`config.mk`:
```
export PLATFORM = sky130hd
export DESIGN_NAME = ex_stage_flat
export DESIGN_NICKNAME = d
export VERILOG_FILES = /design/src/rtl/ex_stage_pkg.sv /design/src/rtl/ex_stage_if.sv /design/src/rtl/ex_mul_seq.sv /design/src/rtl/ex_stage.sv /design/src/flat_wrapper.sv
export SDC_FILE = /design/constraint.sdc
export NUM_CORES = 1
export LEC_CHECK = 0
export ABC_AREA = 1
export BUFFER_PORTS_ARGS = -buffer_cell sky130_fd_sc_hd__buf_4
export CAP_MARGIN = 20
export CORE_AREA = 2 2 150 152
export CTS_CLUSTER_DIAMETER = 40
export DETAILED_ROUTE_END_ITERATION = 6
export DIE_AREA = 0 0 152 154
export HOLD_SLACK_MARGIN = 0.03
export PLACE_DENSITY = 0.79
export SLEW_MARGIN = 20
export SYNTH_ARGS = -nofsm -noshare
export SYNTH_HDL_FRONTEND = slang
export SYNTH_HIERARCHICAL = 1
export SYNTH_SLANG_ARGS = --single-unit
```
`constraint.sdc`:
```
create_clock -name clk_i -period 9.2 [get_ports clk_i]
set_input_delay 1.38 -clock clk_i [delete_from_list [all_inputs] [get_ports clk_i]]
set_output_delay 1.38 -clock clk_i [all_outputs]
set_load 0.01 [all_outputs]
```
`src/rtl/ex_stage_pkg.sv`:
```
// Shared definitions for the execute stage: ALUOp/funct encodings, ALU control,
// forwarding selects, multiplier FSM states. EX_MUL_EN enables funct 0x18 (MUL).
package ex_stage_pkg;

    localparam logic [1:0] ALUOP_ADD   = 2'b00;
    localparam logic [1:0] ALUOP_SUB   = 2'b01;
    localparam logic [1:0] ALUOP_RTYPE = 2'b10;
    localparam logic [1:0] ALUOP_OR    = 2'b11;

    localparam logic [5:0] FUNCT_ADD = 6'h20;
    localparam logic [5:0] FUNCT_SUB = 6'h22;
    localparam logic [5:0] FUNCT_AND = 6'h24;
    localparam logic [5:0] FUNCT_OR  = 6'h25;
    localparam logic [5:0] FUNCT_SLT = 6'h2A;
    localparam logic [5:0] FUNCT_MUL = 6'h18;

    typedef enum logic [2:0] {
        ALU_ADD, ALU_SUB, ALU_AND, ALU_OR, ALU_SLT, ALU_MUL, ALU_ZERO
    } aluCtl_e;

    typedef enum logic [1:0] {
        FWD_IDEX, FWD_EXMEM, FWD_MEMWB
    } fwdSel_e;

    localparam logic [1:0] MUL_IDLE = 2'd0;
    localparam logic [1:0] MUL_BUSY = 2'd1;
    localparam logic [1:0] MUL_DONE = 2'd2;

    function automatic aluCtl_e aluDecode(input logic [1:0] aluOp, input logic [5:0] funct);
        aluCtl_e ctl;
        ctl = ALU_ZERO;
        case (aluOp)
            ALUOP_ADD: ctl = ALU_ADD;
            ALUOP_SUB: ctl = ALU_SUB;
            ALUOP_OR:  ctl = ALU_OR;
            ALUOP_RTYPE: begin
                case (funct)
                    FUNCT_ADD: ctl = ALU_ADD;
                    FUNCT_SUB: ctl = ALU_SUB;
                    FUNCT_AND: ctl = ALU_AND;
                    FUNCT_OR:  ctl = ALU_OR;
                    FUNCT_SLT: ctl = ALU_SLT;
`ifdef EX_MUL_EN
                    FUNCT_MUL: ctl = ALU_MUL;
`else
                    // Without the multiplier MUL is just another unknown funct.
                    FUNCT_MUL: ctl = ALU_ZERO;
`endif
                    default:   ctl = ALU_ZERO;
                endcase
            end
            default: ctl = ALU_ZERO;
        endcase
        return ctl;
    endfunction

    // EX/MEM wins over MEM/WB because it holds the younger result; r0 never forwards.
    function automatic fwdSel_e fwdSelect(input logic [4:0] idx,
                                          input logic exWe, input logic [4:0] exRd,
                                          input logic wbWe, input logic [4:0] wbRd);
        if (exWe && exRd != 5'd0 && exRd == idx) return FWD_EXMEM;
        if (wbWe && wbRd != 5'd0 && wbRd == idx) return FWD_MEMWB;
        return FWD_IDEX;
    endfunction

endpackage

```
`src/rtl/ex_stage_if.sv`:
```
// ID/EX + MEM/WB inputs and EX/MEM outputs of the execute stage.
// master = pipeline side driving ID/EX, slave = ex_stage.
interface ex_stage_if;
    logic [31:0] regA_i, regB_i, immidiate_i;
    logic [1:0]  ALUOp_i;
    logic        RegDst_i, ALUSrc_i, RegWrite_i, MemtoReg_i, MemWrite_i, MemRead_i;
    logic [4:0]  RegistersRS_i, RegistersRT_i, RegistersRD_i;
    logic        WB_RegWrite_i;
    logic [4:0]  WB_RegRD_i;
    logic [31:0] WB_data_i;
    logic [31:0] ALUResult_o, WriteData_o;
    logic [4:0]  RegRD_o;
    logic        RegWrite_o, MemtoReg_o, MemWrite_o, MemRead_o;
    logic        stall_o;

    modport master (
        output regA_i, regB_i, immidiate_i, ALUOp_i,
               RegDst_i, ALUSrc_i, RegWrite_i, MemtoReg_i, MemWrite_i, MemRead_i,
               RegistersRS_i, RegistersRT_i, RegistersRD_i,
               WB_RegWrite_i, WB_RegRD_i, WB_data_i,
        input  ALUResult_o, WriteData_o, RegRD_o,
               RegWrite_o, MemtoReg_o, MemWrite_o, MemRead_o, stall_o
    );

    modport slave (
        input  regA_i, regB_i, immidiate_i, ALUOp_i,
               RegDst_i, ALUSrc_i, RegWrite_i, MemtoReg_i, MemWrite_i, MemRead_i,
               RegistersRS_i, RegistersRT_i, RegistersRD_i,
               WB_RegWrite_i, WB_RegRD_i, WB_data_i,
        output ALUResult_o, WriteData_o, RegRD_o,
               RegWrite_o, MemtoReg_o, MemWrite_o, MemRead_o, stall_o
    );
endinterface

```
`src/rtl/ex_mul_seq.sv`:
```
// Iterative shift-add multiplier: IDLE -> BUSY (32 steps) -> DONE.
// Only instantiated when EX_MUL_EN is defined; low 32 bits of the product are used.
module ex_mul_seq
    import ex_stage_pkg::*;
(
    input  logic        clk_i,
    input  logic        rst_i,
    input  logic        start_i,
    input  logic [31:0] a_i,
    input  logic [31:0] b_i,
    output logic        busy_o,
    output logic        done_o,
    output logic [31:0] product_o
);
    logic [1:0]  state;
    logic [4:0]  cnt;
    logic [63:0] mcand, acc;
    logic [31:0] mplier;

    always_ff @(posedge clk_i or posedge rst_i) begin
        if (rst_i) begin
            state  <= MUL_IDLE;
            cnt    <= 5'd0;
            mcand  <= 64'd0;
            acc    <= 64'd0;
            mplier <= 32'd0;
        end else begin
            case (state)
                MUL_IDLE: if (start_i) begin
                    mcand  <= {32'd0, a_i};
                    mplier <= b_i;
                    acc    <= 64'd0;
                    cnt    <= 5'd0;
                    state  <= MUL_BUSY;
                end
                MUL_BUSY: begin
                    if (mplier[0]) acc <= acc + mcand;
                    mcand  <= mcand << 1;
                    mplier <= mplier >> 1;
                    cnt    <= cnt + 5'd1;
                    if (cnt == 5'd31) state <= MUL_DONE;
                end
                MUL_DONE: state <= MUL_IDLE;
                default:  state <= MUL_IDLE;
            endcase
        end
    end

    assign busy_o    = (state == MUL_BUSY);
    assign done_o    = (state == MUL_DONE);
    assign product_o = acc[31:0];

    logic unusedAccHi;
    assign unusedAccHi = ^acc[63:32];
endmodule

```
`src/rtl/ex_stage.sv`:
```
// Execute stage: forwarding, ALU, EX/MEM register. With EX_MUL_EN defined a
// 32-cycle iterative MUL stalls the front end; otherwise stall_o is tied low.
module ex_stage
    import ex_stage_pkg::*;
(
    input  logic        clk_i,
    input  logic        rst_i,
    ex_stage_if.slave   bus
);
    logic [31:0] exRes, exWData;
    logic [4:0]  exRd;
    logic        exRegWrite, exMemtoReg, exMemWrite, exMemRead;

    fwdSel_e     selA, selB;
    aluCtl_e     aluCtl;
    logic [31:0] opA, fwdB, aluB, aluRes;
    logic [4:0]  destRd;
    logic        stall;

    assign selA = fwdSelect(bus.RegistersRS_i, exRegWrite, exRd, bus.WB_RegWrite_i, bus.WB_RegRD_i);
    assign selB = fwdSelect(bus.RegistersRT_i, exRegWrite, exRd, bus.WB_RegWrite_i, bus.WB_RegRD_i);

    always_comb begin
        opA = bus.regA_i;
        case (selA)
            FWD_EXMEM: opA = exRes;
            FWD_MEMWB: opA = bus.WB_data_i;
            default: ;
        endcase
    end

    always_comb begin
        fwdB = bus.regB_i;
        case (selB)
            FWD_EXMEM: fwdB = exRes;
            FWD_MEMWB: fwdB = bus.WB_data_i;
            default: ;
        endcase
    end

    assign aluB   = bus.ALUSrc_i ? bus.immidiate_i : fwdB;
    assign destRd = bus.RegDst_i ? bus.RegistersRD_i : bus.RegistersRT_i;
    assign aluCtl = aluDecode(bus.ALUOp_i, bus.immidiate_i[5:0]);

    always_comb begin
        aluRes = 32'd0;
        case (aluCtl)
            ALU_ADD: aluRes = opA + aluB;
            ALU_SUB: aluRes = opA - aluB;
            ALU_AND: aluRes = opA & aluB;
            ALU_OR:  aluRes = opA | aluB;
            ALU_SLT: aluRes = {31'd0, $signed(opA) < $signed(aluB)};
            default: aluRes = 32'd0;
        endcase
    end

`ifdef EX_MUL_EN
    logic        mulBusy, mulDone, mulStart;
    logic [31:0] mulProd;
    logic [4:0]  capRd;
    logic        capRegWrite, capMemtoReg, capMemWrite, capMemRead;

    assign mulStart = !mulBusy && !mulDone && (aluCtl == ALU_MUL);
    // Held low during reset so an aborted multiply releases the front end at once.
    assign stall    = !rst_i && (mulStart || mulBusy);

    ex_mul_seq uMul (
        .clk_i     (clk_i),
        .rst_i     (rst_i),
        .start_i   (mulStart),
        .a_i       (opA),
        .b_i       (fwdB),
        .busy_o    (mulBusy),
        .done_o    (mulDone),
        .product_o (mulProd)
    );

    always_ff @(posedge clk_i or posedge rst_i) begin
        if (rst_i) begin
            capRd       <= 5'd0;
            capRegWrite <= 1'b0;
            capMemtoReg <= 1'b0;
            capMemWrite <= 1'b0;
            capMemRead  <= 1'b0;
        end else if (mulStart) begin
            capRd       <= destRd;
            capRegWrite <= bus.RegWrite_i;
            capMemtoReg <= bus.MemtoReg_i;
            capMemWrite <= bus.MemWrite_i;
            capMemRead  <= bus.MemRead_i;
        end
    end
`else
    assign stall = 1'b0;
`endif

    always_ff @(posedge clk_i or posedge rst_i) begin
        if (rst_i) begin
            exRes      <= 32'd0;
            exWData    <= 32'd0;
            exRd       <= 5'd0;
            exRegWrite <= 1'b0;
            exMemtoReg <= 1'b0;
            exMemWrite <= 1'b0;
            exMemRead  <= 1'b0;
`ifdef EX_MUL_EN
        end else if (mulDone) begin
            exRes      <= mulProd;
            exWData    <= 32'd0;
            exRd       <= capRd;
            exRegWrite <= capRegWrite;
            exMemtoReg <= capMemtoReg;
            exMemWrite <= capMemWrite;
            exMemRead  <= capMemRead;
`endif
        end else if (stall) begin
            exRes      <= 32'd0;
            exWData    <= 32'd0;
            exRd       <= 5'd0;
            exRegWrite <= 1'b0;
            exMemtoReg <= 1'b0;
            exMemWrite <= 1'b0;
            exMemRead  <= 1'b0;
        end else begin
            exRes      <= aluRes;
            exWData    <= fwdB;
            exRd       <= destRd;
            exRegWrite <= bus.RegWrite_i;
            exMemtoReg <= bus.MemtoReg_i;
            exMemWrite <= bus.MemWrite_i;
            exMemRead  <= bus.MemRead_i;
        end
    end

    assign bus.ALUResult_o = exRes;
    assign bus.WriteData_o = exWData;
    assign bus.RegRD_o     = exRd;
    assign bus.RegWrite_o  = exRegWrite;
    assign bus.MemtoReg_o  = exMemtoReg;
    assign bus.MemWrite_o  = exMemWrite;
    assign bus.MemRead_o   = exMemRead;
    assign bus.stall_o     = stall;
endmodule

```
`src/flat_wrapper.sv`:
```
// flat-port wrapper written by rule: the top's interface ports become plain ports
module ex_stage_flat import ex_stage_pkg::*;
  (clk_i, rst_i, bus_regA_i, bus_regB_i, bus_immidiate_i, bus_ALUOp_i, bus_RegDst_i, bus_ALUSrc_i, bus_RegWrite_i, bus_MemtoReg_i, bus_MemWrite_i, bus_MemRead_i, bus_RegistersRS_i, bus_RegistersRT_i, bus_RegistersRD_i, bus_WB_RegWrite_i, bus_WB_RegRD_i, bus_WB_data_i, bus_ALUResult_o, bus_WriteData_o, bus_RegRD_o, bus_RegWrite_o, bus_MemtoReg_o, bus_MemWrite_o, bus_MemRead_o, bus_stall_o);
  ex_stage_if bus_i ();
  input  logic clk_i;
  input  logic rst_i;
  input wire logic [$bits(bus_i.regA_i)-1:0] bus_regA_i;
  input wire logic [$bits(bus_i.regB_i)-1:0] bus_regB_i;
  input wire logic [$bits(bus_i.immidiate_i)-1:0] bus_immidiate_i;
  input wire logic [$bits(bus_i.ALUOp_i)-1:0] bus_ALUOp_i;
  input wire logic [$bits(bus_i.RegDst_i)-1:0] bus_RegDst_i;
  input wire logic [$bits(bus_i.ALUSrc_i)-1:0] bus_ALUSrc_i;
  input wire logic [$bits(bus_i.RegWrite_i)-1:0] bus_RegWrite_i;
  input wire logic [$bits(bus_i.MemtoReg_i)-1:0] bus_MemtoReg_i;
  input wire logic [$bits(bus_i.MemWrite_i)-1:0] bus_MemWrite_i;
  input wire logic [$bits(bus_i.MemRead_i)-1:0] bus_MemRead_i;
  input wire logic [$bits(bus_i.RegistersRS_i)-1:0] bus_RegistersRS_i;
  input wire logic [$bits(bus_i.RegistersRT_i)-1:0] bus_RegistersRT_i;
  input wire logic [$bits(bus_i.RegistersRD_i)-1:0] bus_RegistersRD_i;
  input wire logic [$bits(bus_i.WB_RegWrite_i)-1:0] bus_WB_RegWrite_i;
  input wire logic [$bits(bus_i.WB_RegRD_i)-1:0] bus_WB_RegRD_i;
  input wire logic [$bits(bus_i.WB_data_i)-1:0] bus_WB_data_i;
  output wire logic [$bits(bus_i.ALUResult_o)-1:0] bus_ALUResult_o;
  output wire logic [$bits(bus_i.WriteData_o)-1:0] bus_WriteData_o;
  output wire logic [$bits(bus_i.RegRD_o)-1:0] bus_RegRD_o;
  output wire logic [$bits(bus_i.RegWrite_o)-1:0] bus_RegWrite_o;
  output wire logic [$bits(bus_i.MemtoReg_o)-1:0] bus_MemtoReg_o;
  output wire logic [$bits(bus_i.MemWrite_o)-1:0] bus_MemWrite_o;
  output wire logic [$bits(bus_i.MemRead_o)-1:0] bus_MemRead_o;
  output wire logic [$bits(bus_i.stall_o)-1:0] bus_stall_o;
  assign bus_i.regA_i = bus_regA_i;
  assign bus_i.regB_i = bus_regB_i;
  assign bus_i.immidiate_i = bus_immidiate_i;
  assign bus_i.ALUOp_i = bus_ALUOp_i;
  assign bus_i.RegDst_i = bus_RegDst_i;
  assign bus_i.ALUSrc_i = bus_ALUSrc_i;
  assign bus_i.RegWrite_i = bus_RegWrite_i;
  assign bus_i.MemtoReg_i = bus_MemtoReg_i;
  assign bus_i.MemWrite_i = bus_MemWrite_i;
  assign bus_i.MemRead_i = bus_MemRead_i;
  assign bus_i.RegistersRS_i = bus_RegistersRS_i;
  assign bus_i.RegistersRT_i = bus_RegistersRT_i;
  assign bus_i.RegistersRD_i = bus_RegistersRD_i;
  assign bus_i.WB_RegWrite_i = bus_WB_RegWrite_i;
  assign bus_i.WB_RegRD_i = bus_WB_RegRD_i;
  assign bus_i.WB_data_i = bus_WB_data_i;
  assign bus_ALUResult_o = bus_i.ALUResult_o;
  assign bus_WriteData_o = bus_i.WriteData_o;
  assign bus_RegRD_o = bus_i.RegRD_o;
  assign bus_RegWrite_o = bus_i.RegWrite_o;
  assign bus_MemtoReg_o = bus_i.MemtoReg_o;
  assign bus_MemWrite_o = bus_i.MemWrite_o;
  assign bus_MemRead_o = bus_i.MemRead_o;
  assign bus_stall_o = bus_i.stall_o;
  ex_stage u_core (.clk_i(clk_i), .rst_i(rst_i), .bus(bus_i));
endmodule
```
# Word-level counts from Yosys, hierarchy flattened
# Cells that the tools add are included.
[classes]
n_addsub = 2
bitwise_logic = 2
n_eq_ne = 20
n_reduce_logical = 10
n_mux = 21
order_cmp = 1
[ops]
columns = ["operator", "n"]
rows = [
  ["one-hot mux 32 bit (5 select lines)", 1],
  ["one-hot mux 32 bit (2 select lines)", 2],
  ["adder 32 bit", 1],
  ["bitwise AND 32 bit", 1],
  ["less-than comparator 32 bit", 1],
  ["two-way mux 32 bit", 1],
  ["OR 32 bit", 1],
  ["subtractor 32 bit", 1],
  ["== test 6 bit (second input constant)", 5],
  ["== test 5 bit", 4],
  ["two-way mux 2 bit", 8],
  ["one-hot mux 3 bit (5 select lines)", 1],
  ["one-hot mux 3 bit (4 select lines)", 1],
  ["nonzero test 5 bit", 2],
  ["== test 2 bit (second input constant)", 4],
  ["== test 2 x 1 -> 1 bit (second input constant)", 3],
  ["== test 3 x 2 -> 1 bit (second input constant)", 2],
  ["logical AND 1 bit", 6],
  ["two-way mux 1 bit", 6],
  ["two-way mux 5 bit", 1],
  ["== test 3 x 1 -> 1 bit (second input constant)", 1],
  ["== test 3 bit (second input constant)", 1],
  ["zero test 3 bit", 1],
  ["zero test 2 bit", 1],
]
[totals]
reg_bits = 73

# Depth between registers and ports, before layout
[logic_depth]
depth_word = 12
ltp_mapped = 26
mapped_depth_nobuf = 25

# Worst setup path after synthesis
# OpenSTA, ideal clock, no wires.
[synth_timing]
path_type = "input to register"
from = "input bus_RegistersRT_i[0]"
to = "register u_core.exRes[30] (netlist: u_core/bus.ALUResult_o[30])"
setup_time_ps = 125
slack_ps = 5253
required_ps = 9075
arrival_time_ps = 3821
cell_stages = 20
path_cell_list = "xnor2_1 -> nand2_1 -> nor3_1 -> nand2_1 -> clkbuf_1 -> or2_1 -> nand4_1 -> nand2_1 -> ha_1 -> fa_1 -> inv_1 -> o21ai_2 -> nand2_1 -> nand2_1 -> nand2_1 -> nand2_1 -> nand2_1 -> nand3_1 -> nand3_1 -> nand3_1"
[synth_between]
elab_chain_len = 11
elab_cells_between_ends = 19
cone_classes = "add/sub: 2; eq/ne: 4; mux: 9; bitwise: 2; reduce/logical: 2"
[synth_lines]
columns = ["item", "line", "text"]
rows = [
  ["start: declaration", "flat_wrapper.sv:18", "input wire logic [$bits(bus_i.RegistersRT_i)-1:0] bus_RegistersRT_i;"],
  ["== test 5 bit", "ex_stage_pkg.sv:62", "if (wbWe && wbRd != 5'd0 && wbRd == idx) return FWD_MEMWB;"],
  ["logical AND 1 bit", "ex_stage_pkg.sv:62", ""],
  ["two-way mux 1 bit (2 in a row)", "ex_stage_pkg.sv:62", ""],
  ["two-way mux 2 bit", "ex_stage_pkg.sv:63", "return FWD_IDEX;"],
  ["two-way mux 2 bit (*)", "ex_stage_pkg.sv:62", ""],
  ["== test 2 bit / == test 2 x 1 -> 1 bit (equally long branches)", "ex_stage.sv:34", "case (selB)"],
  ["one-hot mux 32 bit (2 select lines) (*)", "ex_stage.sv:34", ""],
  ["two-way mux 32 bit (*)", "ex_stage.sv:41", "assign aluB = bus.ALUSrc_i ? bus.immidiate_i : fwdB;"],
  ["subtractor 32 bit, or another cell as far along", "ex_stage.sv:49", "ALU_SUB: aluRes = opA - aluB;"],
  ["one-hot mux 32 bit (5 select lines) (*)", "ex_stage.sv:47", "case (aluCtl)"],
  ["net u_core.aluRes[30]", "ex_stage.sv:16", "logic [31:0] opA, fwdB, aluB, aluRes;"],
  ["end signal: assignment", "ex_stage.sv:125", "exRes <= aluRes;"],
  ["end: declaration", "ex_stage.sv:10", "logic [31:0] exRes, exWData;"],
]
# Mark *: on every way through the listed nets, which the timed path passes. The rest lies on a longest branch. The select of a mux whose other input is x is not followed.

# Final worst setup path
[layout_timing]
from = "input bus_RegistersRT_i[0]"
to = "register u_core.exRes[28] (netlist: u_core/bus.ALUResult_o[28])"
# The elaborated chain is that of the path after synthesis.

==> results.json <==
{
  "run_status": "completed",
  "finalCritPeriodShare_pct": 60.9,
  "p_total_mw": 1.71,
  "critPathSlowestCell": "sky130_fd_sc_hd__nor2_4",
  "critical_path_cell_by_cell": "buf_4 -> xnor2_1 -> nand2_1 -> nor3_1 -> nand2_1 -> inv_2 -> nor2_4 -> nand2_1 -> nand4_1 -> nand2_1 -> ha_1 -> fa_1 -> inv_1 -> o21ai_2 -> nand3_1 -> nand3_1 -> nand2_1 -> nand2_1 -> nand2_1 -> nand3_1 -> nand3_1",
  "worst-path-max-fanout": 32,
  "yosysWarningCount": 6,
  "core_area_um2": 21700,
  "final-hold-violation-count": 0,
  "postSynthRegisterBits": 73,
  "antenna_violating_nets_post_route": 0,
  "ctsHoldBuffers": 0,
  "floorplan.die.width_um": 152,
  "port_buffers": 231,
  "timing.clock.skew_ns": 0.0141,
  "layout.filler_cells": 2193,
  "synthDominantCellAreaShare_pct": 21.0,
  "rsz0062_at_grt": "no",
  "synth_fp_nets": 2057,
  "detail_route.wirelength_um": 44300,
  "drv_slew": 0,
  "detail_route.wl_per_cell_um": 19.5,
  "peakVddDrop_mv": 0.0674,
  "timing.reg2reg.setup_slack_ns": 4.05,
  "detailedRoute.firstPassIterationCount": 6,
  "async_reset_ff_share_pct": 100,
  "htree_levels": 3,
  "routed_via_density": 5.59,
  "synth.yosys.seq_area_share_pct": 17.3,
  "setup_failing_eps_final": 0,
  "cp_slowest_stage_delay_ns": 0.71,
  "die-area_um2": 23400,
  "place.detailed.hpwl_um": 36300,
  "arrival_ns": 5.90,
  "post_route_cells_drive_above_1_share_pct": 17.0,
  "drc": 0,
  "synth.cell_area_um2": 10600,
  "drt_iter0_drc": 1346,
  "grt_max_degree": 74,
  "synth_enable_flop_cells": 0,
  "fin_crit_ns": 5.60,
  "num_antenna_cells": 0,
  "grt.overflow.total": 0,
  "postCtsSetupBuffers": 0,
  "initial_standard_cell_utilization_of_the_core_pct": 48.7,
  "fmax_ghz": 0.178,
  "avgSynthCellArea_um2": 5.87,
  "cts_buffers": 9,
  "clock_sinks": 73,
  "power.density_nw_per_um2": 135,
  "path_buf_inv": 3,
  "critical_path.endpoint_type": "register",
  "setup_tns_ns": 0,
  "worstPathRequired_ns": 9.50,
  "synth_cell_types": 42,
  "top_level_ports": 233,
  "max_slew.worst_pin.slew_ns": 1.02,
  "postSynthCellCount": 1798,
  "grt_pass1_vias": 11700,
  "rows": 54,
  "antenna_found_initial": 0,
  "route.vias.total": 12700,
  "timing.max_slew.rel_slack_pct": 31.8,
  "gp_congestion": 1.06,
  "critical_path_class": "input pin to register",
  "netlist.top_cell.by_area": "sky130_fd_sc_hd__nand2_1",
  "clock_tree_from_tritoncts": "yes",
  "worst_setup_hold_path_clk_slew_ns": 0.07,
  "commonest_cells_after_routing_fill_and_taps_aside": "sky130_fd_sc_hd__nand2_1 (589), sky130_fd_sc_hd__inv_1 (279), sky130_fd_sc_hd__buf_4 (235)",
  "final_net_count": 2245,
  "cts.root.buffer_cell": "sky130_fd_sc_hd__clkbuf_16",
  "critPathMostFrequentCell": "sky130_fd_sc_hd__nand2_1",
  "worstHoldPathType": "register to register",
  "clock_insertion_delay_worst_skew_ns": 0.36,
  "drv.max_cap_violation_count": 0,
  "layout_commonest_cell": "sky130_fd_sc_hd__nand2_1",
  "grt_first_pass_wirelength_um": 67600,
  "cp_top_family": "simple AND/OR/NAND/NOR gates",
  "synth_top_flop_cell": "sky130_fd_sc_hd__dfrtp_1",
  "setup.worst_path.start_class": "input pin",
  "power_leakage_nw": 7.20,
  "clock_path_buffers": 2,
  "die-height_um": 154,
  "cts_resized": 0,
  "post_place_setup_slack_ns": 3.40,
  "synthTopCellsByArea": "sky130_fd_sc_hd__nand2_1 (21%), sky130_fd_sc_hd__dfrtp_1 (17%), sky130_fd_sc_hd__ha_1 (12%)",
  "worst_slack_ns": 3.60,
  "grtUsageTotal_pct": 37.0,
  "area_growth_pct": 20.2
}
cell usage after synthesis, types with 24 or more instances:
cell / count
sky130_fd_sc_hd__a21oi_1: 98
sky130_fd_sc_hd__buf_2: 32
sky130_fd_sc_hd__dfrtp_1: 73
sky130_fd_sc_hd__ha_1: 98
sky130_fd_sc_hd__inv_1: 281
sky130_fd_sc_hd__nand2_1: 589
sky130_fd_sc_hd__nand3_1: 147
sky130_fd_sc_hd__nand4_1: 49
sky130_fd_sc_hd__nor2_1: 138
sky130_fd_sc_hd__o21ai_0: 44
sky130_fd_sc_hd__o21ai_1: 24
sky130_fd_sc_hd__or2_2: 30
sky130_fd_sc_hd__xor2_1: 25
worst paths after layout:
| path | depth (start not counted) | end | startpoint |
|---|---|---|---|
| worst max-delay path | 21 | u_core/bus.ALUResult_o[28] | bus_RegistersRT_i[0] |
| min in group asynchronous | 3 | u_core/bus.MemRead_o | rst_i |
| worst min register to register | 2 | u_core/bus.WriteData_o[31] | u_core/bus.ALUResult_o[31] |
| worst max register to register | 21 | u_core/bus.ALUResult_o[28] | u_core/bus.RegRD_o[0] |
| worst min-delay path | 2 | u_core/bus.WriteData_o[31] | u_core/bus.ALUResult_o[31] |
| max in group asynchronous | 3 | u_core/bus.ALUResult_o[11] | rst_i |
worst reg2reg max path: cells and delay by family (launching register included):
family	cells	cell delay (ns)
DFF	1	0.43
adders and majority gates	2	0.86
and+or+nand+nor	15	3.05
AOI/OAI and AO/OA	2	0.29
buffers and inverters	2	0.46
per-stage QoR:
step | std cells | util [%] | hold WS [ns] | cell area (µm²)
final | 2271 | 58.5 | 0.594 | 12700
after global routing | 2271 | 58.5 | 0.629 | 12700
after CTS | 2271 | 58.5 | 0.588 | 12700
after detailed placement | 2255 | 57.0 | 0.572 | 12400
after global placement | 2255 | 57.0 | 0.571 | 12400
after floorplan | 1798 | - | 0.588 | 10600
routing by layer:
| metal | GRT usage, % | routed length [µm] | vias to the layer above |
|---|---|---|---|
| li1 | - | - | 6025 |
| met1 | 54.4 | 19500 | 5834 |
| met2 | 53.0 | 17900 | 774 |
| met3 | 9.16 | 5560 | 70 |
| met4 | 11.5 | 1270 | 0 |
| met5 | 0 | 0 | - |
state kept, by name, indices dropped and copies added, names as in the netlist:
| register | count |
|---|---|
| u_core/bus.ALUResult_o | 32 |
| u_core/bus.MemWrite_o | 1 |
| u_core/bus.RegWrite_o | 1 |
| u_core/bus.MemRead_o | 1 |
| u_core/bus.RegRD_o | 5 |
| u_core/bus.MemtoReg_o | 1 |
| u_core/bus.WriteData_o | 32 |
kinds of logic after synthesis:
group	synth area share (%)
fa+ha+maj	12.0
xor+xnor	3.32
mux	0.534
buf+inv	13.6
simple gates	41.2
other cells	0.0355
compound gates	12.0
flops	17.3
power by group:
part	switching, mW	total, mW	internal [mW]
logic	0.568	0.878	0.310
clock network	0.173	0.413	0.239
registers	0.0566	0.423	0.366
total	0.798	1.71	0.915
layout make-up:
cell class	instances	area, µm²	share of cell area, %
flip-flops and latches	73	1830	14.4
clock buffers	10	229	1.81
repair buffers	236	1780	14.0
well taps	280	350	2.76
multi-input cells	1370	7300	57.5
clock inverters	6	90.1	0.710
inverters	296	1110	8.77
No activity file was read; power rests on OpenSTA's default activity.
